--- src/rtl/fetch_pkg.sv ---
// ----------------------------------------------------------------------------
// fetch_pkg
// Shared types and constants for the instruction-fetch stage.
//   fetch_state_t      : fetch FSM encoding (S_BOOT, S_RUN, S_HALT)
//   PC_W_DEFAULT       : default program-counter width in bits
//   NOP_INSTR_DEFAULT  : bubble instruction (addi x0,x0,0)
//   PC_STEP            : byte increment between sequential instructions
// ----------------------------------------------------------------------------
package fetch_pkg;

    typedef enum logic [1:0] {
        S_BOOT = 2'd0,
        S_RUN  = 2'd1,
        S_HALT = 2'd2
    } fetch_state_t;

    localparam int          PC_W_DEFAULT      = 9;
    localparam logic [31:0] NOP_INSTR_DEFAULT = 32'h0000_0013;
    localparam int          PC_STEP           = 4;

endpackage

--- src/rtl/ifid_reg.sv ---
// ----------------------------------------------------------------------------
// ifid_reg
// IF/ID pipeline register holding the PC, instruction and valid flag of the
// instruction currently in decode.
//
// Ports
//   clk        in   1      rising-edge clock
//   reset      in   1      synchronous, active-high
//   load_i     in   1      capture pc_i/instr_i as a real instruction
//   flush_i    in   1      insert a bubble (NOP, valid=0); cur_pc follows pc_i
//   pc_i       in   PC_W   PC of the instruction being fetched
//   instr_i    in   32     fetched instruction
//   cur_pc_o   out  PC_W   PC of instruction in decode
//   instr_o    out  32     instruction in decode
//   valid_o    out  1      1 = real instruction, 0 = bubble
//
// Neither load_i nor flush_i: all three fields hold (stall).
// flush_i has priority over load_i.
// ----------------------------------------------------------------------------
module ifid_reg
    import fetch_pkg::*;
#(
    parameter int          PC_W      = PC_W_DEFAULT,
    parameter logic [31:0] NOP_INSTR = NOP_INSTR_DEFAULT
) (
    input  logic            clk,
    input  logic            reset,
    input  logic            load_i,
    input  logic            flush_i,
    input  logic [PC_W-1:0] pc_i,
    input  logic [31:0]     instr_i,
    output logic [PC_W-1:0] cur_pc_o,
    output logic [31:0]     instr_o,
    output logic            valid_o
);

    logic [PC_W-1:0] cur_pc_q, cur_pc_d;
    logic [31:0]     instr_q,  instr_d;
    logic            valid_q,  valid_d;

    always_comb begin
        cur_pc_d = cur_pc_q;
        instr_d  = instr_q;
        valid_d  = valid_q;
        if (flush_i) begin
            cur_pc_d = pc_i;
            instr_d  = NOP_INSTR;
            valid_d  = 1'b0;
        end else if (load_i) begin
            cur_pc_d = pc_i;
            instr_d  = instr_i;
            valid_d  = 1'b1;
        end
    end

    always_ff @(posedge clk) begin
        if (reset) begin
            cur_pc_q <= '0;
            instr_q  <= NOP_INSTR;
            valid_q  <= 1'b0;
        end else begin
            cur_pc_q <= cur_pc_d;
            instr_q  <= instr_d;
            valid_q  <= valid_d;
        end
    end

    assign cur_pc_o = cur_pc_q;
    assign instr_o  = instr_q;
    assign valid_o  = valid_q;

endmodule

--- src/rtl/fetch_stage.sv ---
// ----------------------------------------------------------------------------
// fetch_stage
// Instruction-fetch stage: owns the program counter and the IF/ID register.
// Takes redirects from the branch unit, stalls from the hazard unit and a
// sticky halt request; drives the combinational-read instruction memory.
//
// Ports
//   clk          in   1      rising-edge clock
//   reset        in   1      synchronous, active-high
//   Stall        in   1      hold PC and IF/ID
//   PcSel        in   1      redirect taken
//   BrPC         in   32     redirect target (bits above PC_W and [1:0] ignored)
//   Halt         in   1      halt request; halt is sticky until reset
//   ImemAddr     out  PC_W   instruction memory address (= PC register)
//   ImemData     in   32     instruction memory data for ImemAddr, same cycle
//   Cur_PC       out  PC_W   IF/ID: PC of instruction in decode
//   Instr_ID     out  32     IF/ID: instruction in decode
//   Valid_ID     out  1      IF/ID: 1 = real instruction, 0 = bubble
//   Halted       out  1      1 while FSM is in S_HALT
//   FetchCnt     out  32     (FETCH_PERF_CNT_EN) real instructions loaded
//   FlushCnt     out  32     (FETCH_PERF_CNT_EN) S_RUN cycles with PcSel
//   StallCnt     out  32     (FETCH_PERF_CNT_EN) S_RUN cycles with Stall, no PcSel
//   dbg_state_o  out  2      current FSM state
//
// Configuration macro: FETCH_PERF_CNT_EN adds the three wrapping counters.
// ----------------------------------------------------------------------------
module fetch_stage
    import fetch_pkg::*;
#(
    parameter int          PC_W      = PC_W_DEFAULT,
    parameter logic [31:0] NOP_INSTR = NOP_INSTR_DEFAULT
) (
    input  logic            clk,
    input  logic            reset,
    input  logic            Stall,
    input  logic            PcSel,
    input  logic [31:0]     BrPC,
    input  logic            Halt,
    output logic [PC_W-1:0] ImemAddr,
    input  logic [31:0]     ImemData,
    output logic [PC_W-1:0] Cur_PC,
    output logic [31:0]     Instr_ID,
    output logic            Valid_ID,
    output logic            Halted,
`ifdef FETCH_PERF_CNT_EN
    output logic [31:0]     FetchCnt,
    output logic [31:0]     FlushCnt,
    output logic [31:0]     StallCnt,
`endif
    output fetch_state_t    dbg_state_o
);

    fetch_state_t    state_q, state_d;
    logic [PC_W-1:0] pc_q, pc_d;
    logic [PC_W-1:0] br_target;
    logic            ifid_load;
    logic            ifid_flush;

    // Redirect target is truncated to the PC width and forced word aligned.
    assign br_target = BrPC[PC_W-1:0] & ~(PC_W'(3));

    // Bits of BrPC that never reach the PC.
    logic unused_brpc;
    assign unused_brpc = ^{BrPC[31:PC_W], BrPC[1:0]};

    // ------------------------------------------------------------------
    // FSM next-state, next-PC and IF/ID controls.
    // Priority inside S_RUN: Halt > PcSel > Stall > sequential.
    // A redirect flushes IF/ID even when Stall is also asserted.
    // ------------------------------------------------------------------
    always_comb begin
        state_d    = state_q;
        pc_d       = pc_q;
        ifid_load  = 1'b0;
        ifid_flush = 1'b0;
        case (state_q)
            S_BOOT: begin
                // One boot bubble; the PC is not advanced here.
                state_d    = S_RUN;
                ifid_flush = 1'b1;
            end
            S_RUN: begin
                if (Halt) begin
                    state_d    = S_HALT;
                    ifid_flush = 1'b1;
                end else if (PcSel) begin
                    pc_d       = br_target;
                    ifid_flush = 1'b1;
                end else if (Stall) begin
                    // hold PC and IF/ID
                end else begin
                    pc_d      = pc_q + PC_W'(PC_STEP);
                    ifid_load = 1'b1;
                end
            end
            S_HALT: begin
                // Absorbing; only reset leaves. PC is held, so the flush
                // keeps Cur_PC at the halted PC.
                ifid_flush = 1'b1;
            end
            default: begin
                state_d    = S_BOOT;
                ifid_flush = 1'b1;
            end
        endcase
    end

    always_ff @(posedge clk) begin
        if (reset) begin
            state_q <= S_BOOT;
            pc_q    <= '0;
        end else begin
            state_q <= state_d;
            pc_q    <= pc_d;
        end
    end

    ifid_reg #(
        .PC_W      (PC_W),
        .NOP_INSTR (NOP_INSTR)
    ) u_ifid_reg (
        .clk      (clk),
        .reset    (reset),
        .load_i   (ifid_load),
        .flush_i  (ifid_flush),
        .pc_i     (pc_q),
        .instr_i  (ImemData),
        .cur_pc_o (Cur_PC),
        .instr_o  (Instr_ID),
        .valid_o  (Valid_ID)
    );

    assign ImemAddr    = pc_q;
    // Derived from the state register, so it rises the cycle after Halt
    // is sampled in S_RUN.
    assign Halted      = (state_q == S_HALT);
    assign dbg_state_o = state_q;

`ifdef FETCH_PERF_CNT_EN
    logic [31:0] fetch_cnt_q, fetch_cnt_d;
    logic [31:0] flush_cnt_q, flush_cnt_d;
    logic [31:0] stall_cnt_q, stall_cnt_d;

    always_comb begin
        fetch_cnt_d = fetch_cnt_q;
        flush_cnt_d = flush_cnt_q;
        stall_cnt_d = stall_cnt_q;
        if (ifid_load) begin
            fetch_cnt_d = fetch_cnt_q + 32'd1;
        end
        if (state_q == S_RUN && PcSel) begin
            flush_cnt_d = flush_cnt_q + 32'd1;
        end
        if (state_q == S_RUN && Stall && !PcSel) begin
            stall_cnt_d = stall_cnt_q + 32'd1;
        end
    end

    always_ff @(posedge clk) begin
        if (reset) begin
            fetch_cnt_q <= '0;
            flush_cnt_q <= '0;
            stall_cnt_q <= '0;
        end else begin
            fetch_cnt_q <= fetch_cnt_d;
            flush_cnt_q <= flush_cnt_d;
            stall_cnt_q <= stall_cnt_d;
        end
    end

    assign FetchCnt = fetch_cnt_q;
    assign FlushCnt = flush_cnt_q;
    assign StallCnt = stall_cnt_q;
`endif

endmodule

--- config.mk ---
export PLATFORM = sky130hd
export DESIGN_NAME = fetch_stage
export DESIGN_NICKNAME = d
export VERILOG_FILES = /design/src/rtl/fetch_pkg.sv /design/src/rtl/ifid_reg.sv /design/src/rtl/fetch_stage.sv
export SDC_FILE = /design/constraint.sdc
export NUM_CORES = 1
export LEC_CHECK = 0
export CORE_AREA = 4 4 63 123
export CTS_BUF_LIST = sky130_fd_sc_hd__clkbuf_8 sky130_fd_sc_hd__clkbuf_16
export DETAILED_ROUTE_END_ITERATION = 8
export DIE_AREA = 0 0 67 127
export PLACE_DENSITY_LB_ADDON = 0.2
export SETUP_SLACK_MARGIN = 0.05
export SLEW_MARGIN = 15
export SYNTH_ARGS = -nofsm -noshare
export SYNTH_HDL_FRONTEND = slang
export SYNTH_HIERARCHICAL = 1
export SYNTH_SLANG_ARGS = --single-unit
--- constraint.sdc ---
create_clock -name clk -period 2 [get_ports clk]
set_input_delay 0.2 -clock clk [delete_from_list [all_inputs] [get_ports clk]]
set_output_delay 0.2 -clock clk [all_outputs]
set_load 0.01 [all_outputs]
==> metrics.log <==
[metrics] fraction of synthesized cell area taken by the top area cell type: 48.0%
[metrics] worst hold path endpoint: u_ifid_reg/valid_o$_SDFFE_PP0P_
[metrics] Max Clock Freq: 0.592 GHz
[metrics] RSZ-0062 raised after global routing: no
[metrics] synthesized cell area: 2130 µm²
[metrics] portion of total power attributed to combinational logic: 11.6%
[metrics] Critical Path Slowest Stage Cell: or4b_4
[metrics] Final Setup Violations: 0
[metrics] switching power share of the total: 22.5%
[metrics] top-count cell post-synth: dfxtp_1
[metrics] number of primary I/O pins: 123
[metrics] synth top area cells: dfxtp_1 (48%), mux2i_1 (16%), nor2_1 (6.4%), or3b_1 (4.1%), buf_6 (3.7%)
[metrics] Hold Crit Start: u_ifid_reg/valid_o$_SDFFE_PP0P_
[metrics] reg2reg end: ImemAddr[8]$_SDFFE_PP0P_
[metrics] clock-pin slew on the worst setup and hold paths: 0.06 ns
[metrics] CP peak stage delay: 0.53 ns
[metrics] fraction of layout cells with a size suffix above 1: 6.73%
[metrics] proportion of power drawn by flip-flops and latches: 49.7%
[metrics] post-route setup TNS: 0 ns
[metrics] fill count: 689
[metrics] Placement Rows: 43
[metrics] mean routed wirelength per cell: 13.2 µm
[metrics] cells traversed along the worst timing path: or3b_1 > or4b_4 > a221oi_2
[metrics] Worst-Skew Late Latency: 0.29 ns
[metrics] minimum period implied by the final worst setup slack: 1.69 ns
[metrics] path category of the worst min-delay check: register to register
[metrics] post-route setup slack: 0.310 ns
[metrics] largest vdd supply drop: 0.513 mV
[metrics] Clock Skews: 0.00521 ns
[metrics] share of synthesized area occupied by flip-flops and latches: 48.0%
[metrics] cell depth of the worst min-delay path: 2
[metrics] Gate Count Post-Synth: 214
[metrics] area overhead of the layout relative to synthesis: 55.9%
[metrics] met2 Track Usage GR: 20.5%
[metrics] Area after DPL: 3170 µm²
[metrics] combined area of the multi-input logic cells: 991 µm²
[metrics] synth cell count leaders: dfxtp_1 (51), nor2_1 (36), mux2i_1 (34), a21oi_1 (13), o21ai_0 (11)
[metrics] Startpoint Class: register
[metrics] arrival time worst endpoint: 1.89 ns
[metrics] via count: 1881
[metrics] horizontal die dimension: 67 µm
[metrics] buffers added on ports: 95
[metrics] ANT cells: 0
[metrics] final instance area: 3310 µm²
[metrics] number of antenna-violating nets in the routed design: 0
[metrics] worst r2r src: dbg_state_o[0]$_SDFFE_PP0P_
[metrics] cells on worst reg2reg path: 3
[metrics] total number of nets in the final design: 381
[metrics] TritonCTS clock tree: yes
[metrics] first-pass iteration count of the detailed router: 4
[metrics] Lkg Pwr: 1.08 nW
[metrics] global routing met3 resource utilization: 6.51%
[metrics] Final HPWL DP: 3860 µm
[metrics] top fanout value on the critical path: 6
[metrics] routability-driven placement congestion ratio: 0.799
[metrics] number of setup buffers added after CTS: 0
[metrics] total of max-cap violations: 0
[metrics] final critical-path share of the clock period: 84.5%
[metrics] number of remaining DRC errors: 0
[metrics] Yosys Warn Count: 6
[metrics] deepest level of the CTS H-tree: 2
[metrics] Required @ worst endpoint: 2.20 ns
[metrics] type of element capturing the critical path: register
[metrics] Die ar.: 8510 µm²
[metrics] count of flip-flops with a built-in enable after synthesis: 0
[metrics] count of final max-slew check failures: 0
[metrics] average cell area after synthesis: 9.93 µm²
[metrics] Reg area: 1020 µm²
[metrics] worst setup slack for register-to-register paths: 0.31 ns
[metrics] prevailing post-synth register cell: dfxtp_1
[metrics] number of buffers inserted during clock tree synthesis: 5
[metrics] mean number of vias per cell: 4.68
[metrics] GRT Residual Overflow: 0
[metrics] number of distinct library cells after synthesis: 36
[metrics] root buffer selected by CTS: clkbuf_16
[metrics] Clock Sink Count: 51
[metrics] maximum number of pins on one net before global-route repair: 33
[metrics] share of synthesized registers carrying an async set or reset: 0%
[metrics] buffers from clock root to sink, at most: 2
[metrics] hold_ws: 0.468 ns
[metrics] net load switching power: 0.000477 W
[metrics] post-layout power: 0.00212 W
[metrics] Routed Wire Length: 5310 µm
[metrics] standard cell core area: 6830 µm²
[metrics] worst setup path class: register to register
[metrics] post-synthesis register bit count: 51
[metrics] vias in the first global route: 1935
[metrics] global routing usage summed across all routing layers: 13.4%
[metrics] Clock power frac: 38.7%
[metrics] detailed router's first-iteration violation count: 55
[metrics] GR peak layer: met2
[metrics] global-route wire length before repair: 8920 µm
[metrics] PwrDens: 639 nW/µm²
[metrics] Final Hold Viols: 0
[metrics] initial standard-cell utilization of the core: 31.1%
[metrics] met1 track demand over resource in global routing: 15.4%
[metrics] internal power: 0.00164 W
[metrics] die boundary height: 127 µm
[metrics] initial antenna violation count: 0
[metrics] cell taking the most area after synthesis: dfxtp_1
[metrics] run status: completed
[metrics] worst setup slack before clock tree synthesis: 0.00853 ns
==> worst max-delay path, delay by kind of cell (launching register included) <==
family	cells	cell delay [ns]
AND/OR/NAND/NOR	2	0.94
flip-flops	1	0.39
AO/OA/AOI/OAI	1	0.28
==> through the flow <==
| step | instances | util [%] |
|---|---|---|
| 2_1_floorplan | 217 | - |
| 3_3_place_gp | 394 | 46.3 |
| 3_5_place_dp | 394 | 46.3 |
| 4_1_cts | 402 | 48.4 |
| 5_1_grt | 402 | 48.5 |
| 6_report | 402 | 48.5 |
==> layout make-up <==
class,count,share of cell area [%]
inverters,3,0.340
flip-flops and latches,51,30.8
well taps,90,3.40
clock buffers,5,3.78
multi-input cells,147,29.9
repair buffers,103,31.3
clock inverters,3,0.491
==> worst max path at each step <==
stage                     cells after the start                         from                                  end  slack, ns
final                                         3  dbg_state_o[0]$_SDFFE_PP0P_             ImemAddr[8]$_SDFFE_PP0P_       0.31
after detailed placement                      7                         Halt  u_ifid_reg/instr_o[29]$_SDFFE_PP0P_      0.009
after global routing                          6  dbg_state_o[0]$_SDFFE_PP0P_  u_ifid_reg/instr_o[29]$_SDFFE_PP0P_       0.19
after floorplan                               7  dbg_state_o[0]$_SDFFE_PP0P_   u_ifid_reg/instr_o[0]$_SDFFE_PP1P_       0.11
after CTS                                     6  dbg_state_o[0]$_SDFFE_PP0P_  u_ifid_reg/instr_o[29]$_SDFFE_PP0P_       0.27
after global placement                        7                         Halt   u_ifid_reg/instr_o[0]$_SDFFE_PP1P_       0.03
==> layout by cell type (no fill, tap or decap), types with 2 or more instances in the layout <==
cell             instances
a31oi_1                  3
nor2b_1                  2
clkdlybuf4s50_1         95
buf_4                    6
or3b_1                  10
clkbuf_16                5
conb_1                   4
nand2_1                  7
nor2_1                  35
mux2i_1                 34
nand4_1                  2
o311ai_0                 2
inv_1                    4
dfxtp_1                 51
buf_12                   2
nand3_1                  3
a21oi_1                 13
o21ai_0                 11
a211oi_1                 3
==> cells by family (layout without fill, tap and decap cells) <==
family | count (synthesis) | in the layout | share of synthesized area, %
compound gates | 40 | 40 | 12.0
simple gates | 68 | 68 | 16.7
mux | 34 | 34 | 16.0
flops | 51 | 51 | 48.0
buf+inv | 19 | 114 | 6.47
other cells | 1 | 4 | 0.176
fa+ha+maj | 1 | 1 | 0.588
==> per-layer routing <==
layer  wire [µm]  up-vias
met5           0        -
met2        2450       80
met4         110        0
li1            -      946
met1        2140      848
met3         611        7
==> power groups by stage <==
stage	sequential (W)	clock, W	combinational [W]
6_report	0.00105	0.000821	0.000246
5_1_grt	0.00105	0.000898	0.000266
4_1_cts	0.00105	0.000859	0.000248
3_5_place_dp	0.00107	0	0.000247
3_3_place_gp	0.00107	0	0.000243
2_1_floorplan	0.00108	0	0.0000954
==> flip-flops by register name, summed over array words and instances, names as in the netlist <==
| signal | cells |
|---|---|
| u_ifid_reg/instr_o | 32 |
| dbg_state_o | 2 |
| u_ifid_reg/valid_o | 1 |
| u_ifid_reg/cur_pc_o | 9 |
| ImemAddr | 7 |
==> what timing repair did <==
action	in CTS	in global routing
setup endpoints to repair	0	1
hold buffers	0	0
resized for setup	0	1
Power figures use the tool's default switching activity.
